## src/rtl/parity_pkg.sv

```systemverilog
// Shared definitions for the serial parity frame controller: FSM state
// encoding and parity mode constants.
package parity_pkg;

    typedef enum logic [1:0] {
        IDLE   = 2'd0,
        DATA   = 2'd1,
        PARITY = 2'd2,
        DONE   = 2'd3
    } state_t;

    localparam bit PAR_EVEN = 1'b0;
    localparam bit PAR_ODD  = 1'b1;

endpackage

```

## src/rtl/parity_frame_controller_if.sv

```systemverilog
// Bit-serial frame bus between the receiver front end (master) and the
// parity frame controller (slave).
interface parity_frame_controller_if #(
    parameter int DATA_BITS = 8
);
    logic                 start;
    logic                 abort;
    logic                 bit_valid;
    logic                 bit_in;
    logic                 busy;
    logic                 running_parity;
    logic [DATA_BITS-1:0] data_out;
    logic                 frame_done;
    logic                 parity_err;

    modport master (
        output start, abort, bit_valid, bit_in,
        input  busy, running_parity, data_out, frame_done, parity_err
    );

    modport slave (
        input  start, abort, bit_valid, bit_in,
        output busy, running_parity, data_out, frame_done, parity_err
    );

endinterface

```

## src/rtl/parity_tracker.sv

```systemverilog
// One-bit Moore parity tracker: toggles on every accepted '1', cleared
// synchronously at the start of each frame.
module parity_tracker (
    input  logic clk,
    input  logic rst,
    input  logic clr,
    input  logic en,
    input  logic in,
    output logic out
);

    logic r_parity;

    always_ff @(posedge clk or posedge rst) begin
        if (rst) begin
            r_parity <= 1'b0;
        end else if (clr) begin
            r_parity <= 1'b0;
        end else if (en && in) begin
            r_parity <= ~r_parity;
        end
    end

    assign out = r_parity;

endmodule

```

## src/rtl/parity_frame_controller.sv

```systemverilog
// Captures DATA_BITS serial bits plus a trailing parity bit, then reports
// the assembled word together with a parity pass/fail flag.
module parity_frame_controller
    import parity_pkg::*;
#(
    parameter int DATA_BITS  = 8,
    parameter bit ODD_PARITY = PAR_EVEN
) (
    input  logic clk,
    input  logic rst,
    parity_frame_controller_if.slave bus
);

    localparam int CNT_W = $clog2(DATA_BITS) + 1;

    state_t               r_state;
    state_t               w_nextState;
    logic [CNT_W-1:0]     r_cnt;
    logic [DATA_BITS-1:0] r_data;
    logic                 r_parityErr;
    logic                 w_clr;
    logic                 w_en;
    logic                 w_checkParity;
    logic                 w_lastBit;
    logic                 w_parity;

    assign w_lastBit = (r_cnt == CNT_W'(DATA_BITS - 1));

    always_ff @(posedge clk or posedge rst) begin
        if (rst) begin
            r_state <= IDLE;
        end else begin
            r_state <= w_nextState;
        end
    end

    // abort outranks bit_valid, so an aborted cycle never captures a bit
    always_comb begin
        w_nextState   = r_state;
        w_clr         = 1'b0;
        w_en          = 1'b0;
        w_checkParity = 1'b0;
        case (r_state)
            IDLE: begin
                if (bus.start) begin
                    w_nextState = DATA;
                    w_clr       = 1'b1;
                end
            end
            DATA: begin
                if (bus.abort) begin
                    w_nextState = IDLE;
                end else if (bus.bit_valid) begin
                    w_en = 1'b1;
                    if (w_lastBit) begin
                        w_nextState = PARITY;
                    end
                end
            end
            PARITY: begin
                if (bus.abort) begin
                    w_nextState = IDLE;
                end else if (bus.bit_valid) begin
                    w_checkParity = 1'b1;
                    w_nextState   = DONE;
                end
            end
            DONE: begin
                w_nextState = IDLE;
            end
            default: begin
                w_nextState = IDLE;
            end
        endcase
    end

    always_ff @(posedge clk or posedge rst) begin
        if (rst) begin
            r_cnt       <= '0;
            r_data      <= '0;
            r_parityErr <= 1'b0;
        end else if (w_clr) begin
            r_cnt       <= '0;
            r_data      <= '0;
            r_parityErr <= 1'b0;
        end else if (w_en) begin
            r_data <= r_data | (DATA_BITS'(bus.bit_in) << r_cnt);
            r_cnt  <= r_cnt + CNT_W'(1);
        end else if (w_checkParity) begin
            r_parityErr <= (w_parity ^ bus.bit_in) != ODD_PARITY;
        end
    end

    parity_tracker u_tracker (
        .clk (clk),
        .rst (rst),
        .clr (w_clr),
        .en  (w_en),
        .in  (bus.bit_in),
        .out (w_parity)
    );

    assign bus.busy           = (r_state == DATA) || (r_state == PARITY);
    assign bus.frame_done     = (r_state == DONE);
    assign bus.data_out       = r_data;
    assign bus.parity_err     = r_parityErr;
    assign bus.running_parity = w_parity;

endmodule
```

## src/flat_wrapper.sv

```systemverilog
// flat-port wrapper written by rule: the top's interface ports become plain ports
module parity_frame_controller_flat import parity_pkg::*;
#(
    parameter int DATA_BITS  = 8,
    parameter bit ODD_PARITY = PAR_EVEN
)
  (clk, rst, bus_start, bus_abort, bus_bit_valid, bus_bit_in, bus_busy, bus_running_parity, bus_data_out, bus_frame_done, bus_parity_err);
  parity_frame_controller_if #(.DATA_BITS(DATA_BITS)) bus_i ();
  input  logic clk;
  input  logic rst;
  input wire logic [$bits(bus_i.start)-1:0] bus_start;
  input wire logic [$bits(bus_i.abort)-1:0] bus_abort;
  input wire logic [$bits(bus_i.bit_valid)-1:0] bus_bit_valid;
  input wire logic [$bits(bus_i.bit_in)-1:0] bus_bit_in;
  output wire logic [$bits(bus_i.busy)-1:0] bus_busy;
  output wire logic [$bits(bus_i.running_parity)-1:0] bus_running_parity;
  output wire logic [$bits(bus_i.data_out)-1:0] bus_data_out;
  output wire logic [$bits(bus_i.frame_done)-1:0] bus_frame_done;
  output wire logic [$bits(bus_i.parity_err)-1:0] bus_parity_err;
  assign bus_i.start = bus_start;
  assign bus_i.abort = bus_abort;
  assign bus_i.bit_valid = bus_bit_valid;
  assign bus_i.bit_in = bus_bit_in;
  assign bus_busy = bus_i.busy;
  assign bus_running_parity = bus_i.running_parity;
  assign bus_data_out = bus_i.data_out;
  assign bus_frame_done = bus_i.frame_done;
  assign bus_parity_err = bus_i.parity_err;
  parity_frame_controller #(.DATA_BITS(DATA_BITS), .ODD_PARITY(ODD_PARITY)) u_core (.clk(clk), .rst(rst), .bus(bus_i));
endmodule
```

## config.mk

```make
export PLATFORM = sky130hd
export DESIGN_NAME = parity_frame_controller_flat
export DESIGN_NICKNAME = d
export VERILOG_FILES = /design/src/rtl/parity_pkg.sv /design/src/rtl/parity_frame_controller_if.sv /design/src/rtl/parity_tracker.sv /design/src/rtl/parity_frame_controller.sv /design/src/flat_wrapper.sv
export SDC_FILE = /design/constraint.sdc
export NUM_CORES = 1
export LEC_CHECK = 0
export ABC_AREA = 0
export BUFFER_PORTS_ARGS = -buffer_cell sky130_fd_sc_hd__buf_2
export CORE_UTILIZATION = 23
export DETAILED_ROUTE_END_ITERATION = 6
export HOLD_SLACK_MARGIN = 0.1
export PLACE_DENSITY = 0.46
export REMOVE_ABC_BUFFERS = 1
export SYNTH_ARGS = -nofsm -noshare
export SYNTH_HDL_FRONTEND = slang
export SYNTH_SLANG_ARGS = --single-unit
```

## constraint.sdc

```tcl
create_clock -name clk -period 1.35 [get_ports clk]
set_input_delay 0 -clock clk [delete_from_list [all_inputs] [get_ports clk]]
set_output_delay 0 -clock clk [all_outputs]
set_load 0.05 [all_outputs]
```

==> summary.md <==
| Metric | Value |
|---|---|
| Outcome | finished, violations left |
| Failing checks | negative setup slack |
| Post-Place Setup Slack | -0.1207 ns |
| Synthesized instance count | 81 |
| Seq pwr share | 24.9% |
| Clock Path Buffers | 2 |
| Gr ovfl total | 0 |
| Setup TNS Final | -0.05777 ns |
| Adder-Cell Fraction of Synth Area | 8.876% |
| Antenna cells | 0 |
| H-tree Lvls | 1 |
| Fin crit share | 103.4% |
| Yosys warnings | 0 |
| Worst Tran Pin Value | 0.6225 ns |
| Buffers on Ports | 17 |
| First-pass GRT wire length | 3512 um |
| HPWL Detailed | 1397 um |
| Leak | 0.0006475 uW |
| Top post-synthesis cells by area | dfrtp_1 47%, ha_1 8.9%, nor2_1 6.7% |
| R2R setup slack | -0.05 ns |
| Reg2reg path depth | 5 |
| Die area | 3924 um^2 |
| RSZ-0062 raised after global routing | yes |
| Final Slew Violations | 0 |
| Core area | 3442 um^2 |
| CTS Root Buffer Type | clkbuf_8 |
| Netlist cell types | 28 |
| P&R area growth vs syn | 52.37% |
| Multiplexer area fraction after synthesis | 3.698% |
| Die extent in x | 62.64 um |
| Endpoint type of the worst setup path | flop |
| Synth top area share | 47.34% |
| Seq/Total Area, Yosys | 47.34% |
| Drt total wl | 2014 um |
| DRC viols | 0 |
| Via count | 723 |
| Via/cell ratio | 4.409 |
| Number of cell rows | 21 |
| FF+latch count, synth | 16 |
| WP data required | 1.48 ns |
| Internal power | 1543 uW |
| Switch share | 41.77% |
| CP arrival | 1.53 ns |
| Hold EP | u_core.r_cnt[3]$_DFFE_PP0P_ |
| Max-cap violations | 0 |
| Antenna-violating nets left | 0 |
| Gpl congestion | 0.7244 |
| Initial Utilization | 24.57% |
| Initial antenna violation count | 0 |
| RR Startpoint | u_core.r_state[1]$_DFFE_PP0P_ |
| Critical path fanouts, max | 3 |
| Die height | 62.64 um |
| Top-Level Pins | 18 |
| Clk network pwr share | 15.8% |
| Pwr/cell area | 2056 nW/um^2 |
| WHS Path Cells | 3 |
| Fillers | 329 |
| Logic pwr share | 59.3% |
| Min Tclk post-route | 1.396 ns |
| GRT Util Overall | 11.41% |
| Post-DP Area | 1087 um^2 |
| Post-Synth Simple-Gate Area | 21.30% |
| Clock sink count | 16 |
| Peak supply drop | 0.8965 mV |
| Cts bufs inserted | 3 |
| Final setup fails | 2 |
| Drt wl/cell | 12.28 um |
| 1st-iter DRT viols | 22 |
| Final net count | 131 |
| 1st-pass router iterations | 4 |
| Final Skew | 0.0004862 ns |
| Syn Area/Cell | 10.44 um^2 |
| CTS clock-pin slew for the worst setup and hold paths | 0.06 ns |
| Hold Crit Class | in2reg |
| Share of cells above drive strength 1 | 49.15% |
| Net Sw Power | 1107 uW |
| Largest family of logic cells by synthesized area | simple AND/OR/NAND/NOR gates |
| Pwr Total | 2650 uW |
| FF-to-FF End | u_core.r_state[1]$_DFFE_PP0P_ |
| Nature of the critical path startpoint | flop |
| Vias in the first global route | 785 |
| Fmax achieved | 0.7164 GHz |
| CTS tree | done |
| Synth Area in XOR/XNOR | 4.142% |
| Setup CP Type | reg2reg |
| Synth Area in Compound Gates | 11.24% |
| Synthesized cell area | 845.8 um^2 |
| Skew-Pair Late Insertion Delay | 0.25 ns |
| Worst min-delay path startpoint | bus_start |
| Post-route cell area | 1289 um^2 |
| Final Hold Violating Endpoints | 0 |
| Final WS setup | -0.04587 ns |
| Largest area contributor in the netlist | dfrtp_1 |
| Largest net degree at the start of global routing | 17 |
| Max-slew headroom | 58.46% |
synth_stat cells, drive strengths merged:
cell,instances
a211oi,1
a21oi,2
a31oi,8
and2,1
and3,1
and3b,4
and4bb,1
buf,2
clkbuf,1
dfrtp,16
ha,6
inv,4
mux2,1
mux2i,2
nand2b,2
nand3,1
nand3b,1
nand4b,2
nor2,15
nor2b,1
nor3b,1
o21ai,1
o21bai,1
o221ai,1
or3,1
xnor2,2
xor2,2
layer usage:
metal	global-route usage [%]	vias to the layer above	routed length [um]
met3	0.5474	2	34
li1	-	358	-
met2	21.47	12	1056
met1	12.75	351	906
met4	6.105	0	16
met5	0	-	0
metrics by stage:
stage                     cells  utilization [%]  hold slack [ns]
after floorplan              78                -         -0.08626
after global placement      156            31.59          0.08885
after detailed placement    156            31.59           0.1061
after CTS                   163            36.21           0.1312
after global routing        164            37.44           0.1355
final                       164            37.44           0.1277
worst max path at each step:
stage / from / to / slack (ns) / cells after the start
floorplan: u_core.r_state[1]$_DFFE_PP0P_ / u_core.r_state[1]$_DFFE_PP0P_ / -0.12 / 5
global placement: u_core.r_state[0]$_DFFE_PP0P_ / u_core.r_state[1]$_DFFE_PP0P_ / -0.06 / 5
detailed placement: u_core.r_state[1]$_DFFE_PP0P_ / u_core.bus.parity_err$_DFFE_PP0P_ / -0.12 / 6
CTS: u_core.r_state[0]$_DFFE_PP0P_ / u_core.r_state[1]$_DFFE_PP0P_ / -0.05 / 5
global route: u_core.r_state[0]$_DFFE_PP0P_ / u_core.r_state[1]$_DFFE_PP0P_ / -0.09 / 6
finish: u_core.r_state[1]$_DFFE_PP0P_ / u_core.r_state[1]$_DFFE_PP0P_ / -0.05 / 5
critical path, cell delays in order, from the launching register on:
cell and delay [ns]:
dfrtp_1 0.40, buf_4 0.16, ha_4 0.16, o21bai_4 0.12, o221ai_2 0.13, mux2_4 0.31
cell type report:
class	instances	area (um^2)	share of cell area [%]
tap	46	57.56	4.466
multi-input combinational	59	521.8	40.49
clock buffer	4	55.05	4.272
sequential	16	400.4	31.07
timing repair buffer	35	239.0	18.54
inverter	4	15.01	1.165
state kept, by name, summed over array words and instances (netlist names):
name	cells
u_core.r_state	2
u_core.bus.data_out	8
u_core.bus.parity_err	1
u_core.u_tracker.out	1
u_core.r_cnt	4
cell families after synthesis:
| family | count (synthesis) |
|---|---|
| AO/OA/AOI/OAI | 14 |
| buffers and inverters | 7 |
| multiplexers | 3 |
| adder cells (fa/ha/maj) | 6 |
| flip-flops | 16 |
| XOR/XNOR | 4 |
| AND/OR/NAND/NOR | 31 |
what timing repair did:
| item | in CTS | in global routing |
|---|---|---|
| hold buffers | 1 | 0 |
| cloned | 1 | 0 |
| resized for setup | 18 | 9 |
| buffers inserted | 1 | 1 |
| endpoints found under the hold margin | 16 | 0 |
| setup endpoints to repair | 17 | 17 |
| pin swaps | 7 | 4 |
power by group through the flow:
stage | registers [uW] | clock network [uW] | logic (uW)
2_1_floorplan | 832 | 0 | 614
3_3_place_gp | 659 | 0 | 1230
3_5_place_dp | 666 | 0 | 1250
4_1_cts | 663 | 433 | 1510
5_1_grt | 674 | 455 | 1690
6_report | 660 | 419 | 1570
cells in the final DEF (no fill, tap or decap), drive strengths merged, types with 2 or more instances in the layout:
cell    Yosys  layout
clkbuf      1       4
nand4b      2       2
xor2        2       2
nand2b      2       2
xnor2       2       2
a31oi       8       8
and3b       4       5
nor2       15      15
ha          6       6
mux2i       2       2
a21oi       2       2
inv         4       4
dfrtp      16      16
buf         2      34
No activity file was read; power rests on OpenSTA's default activity.
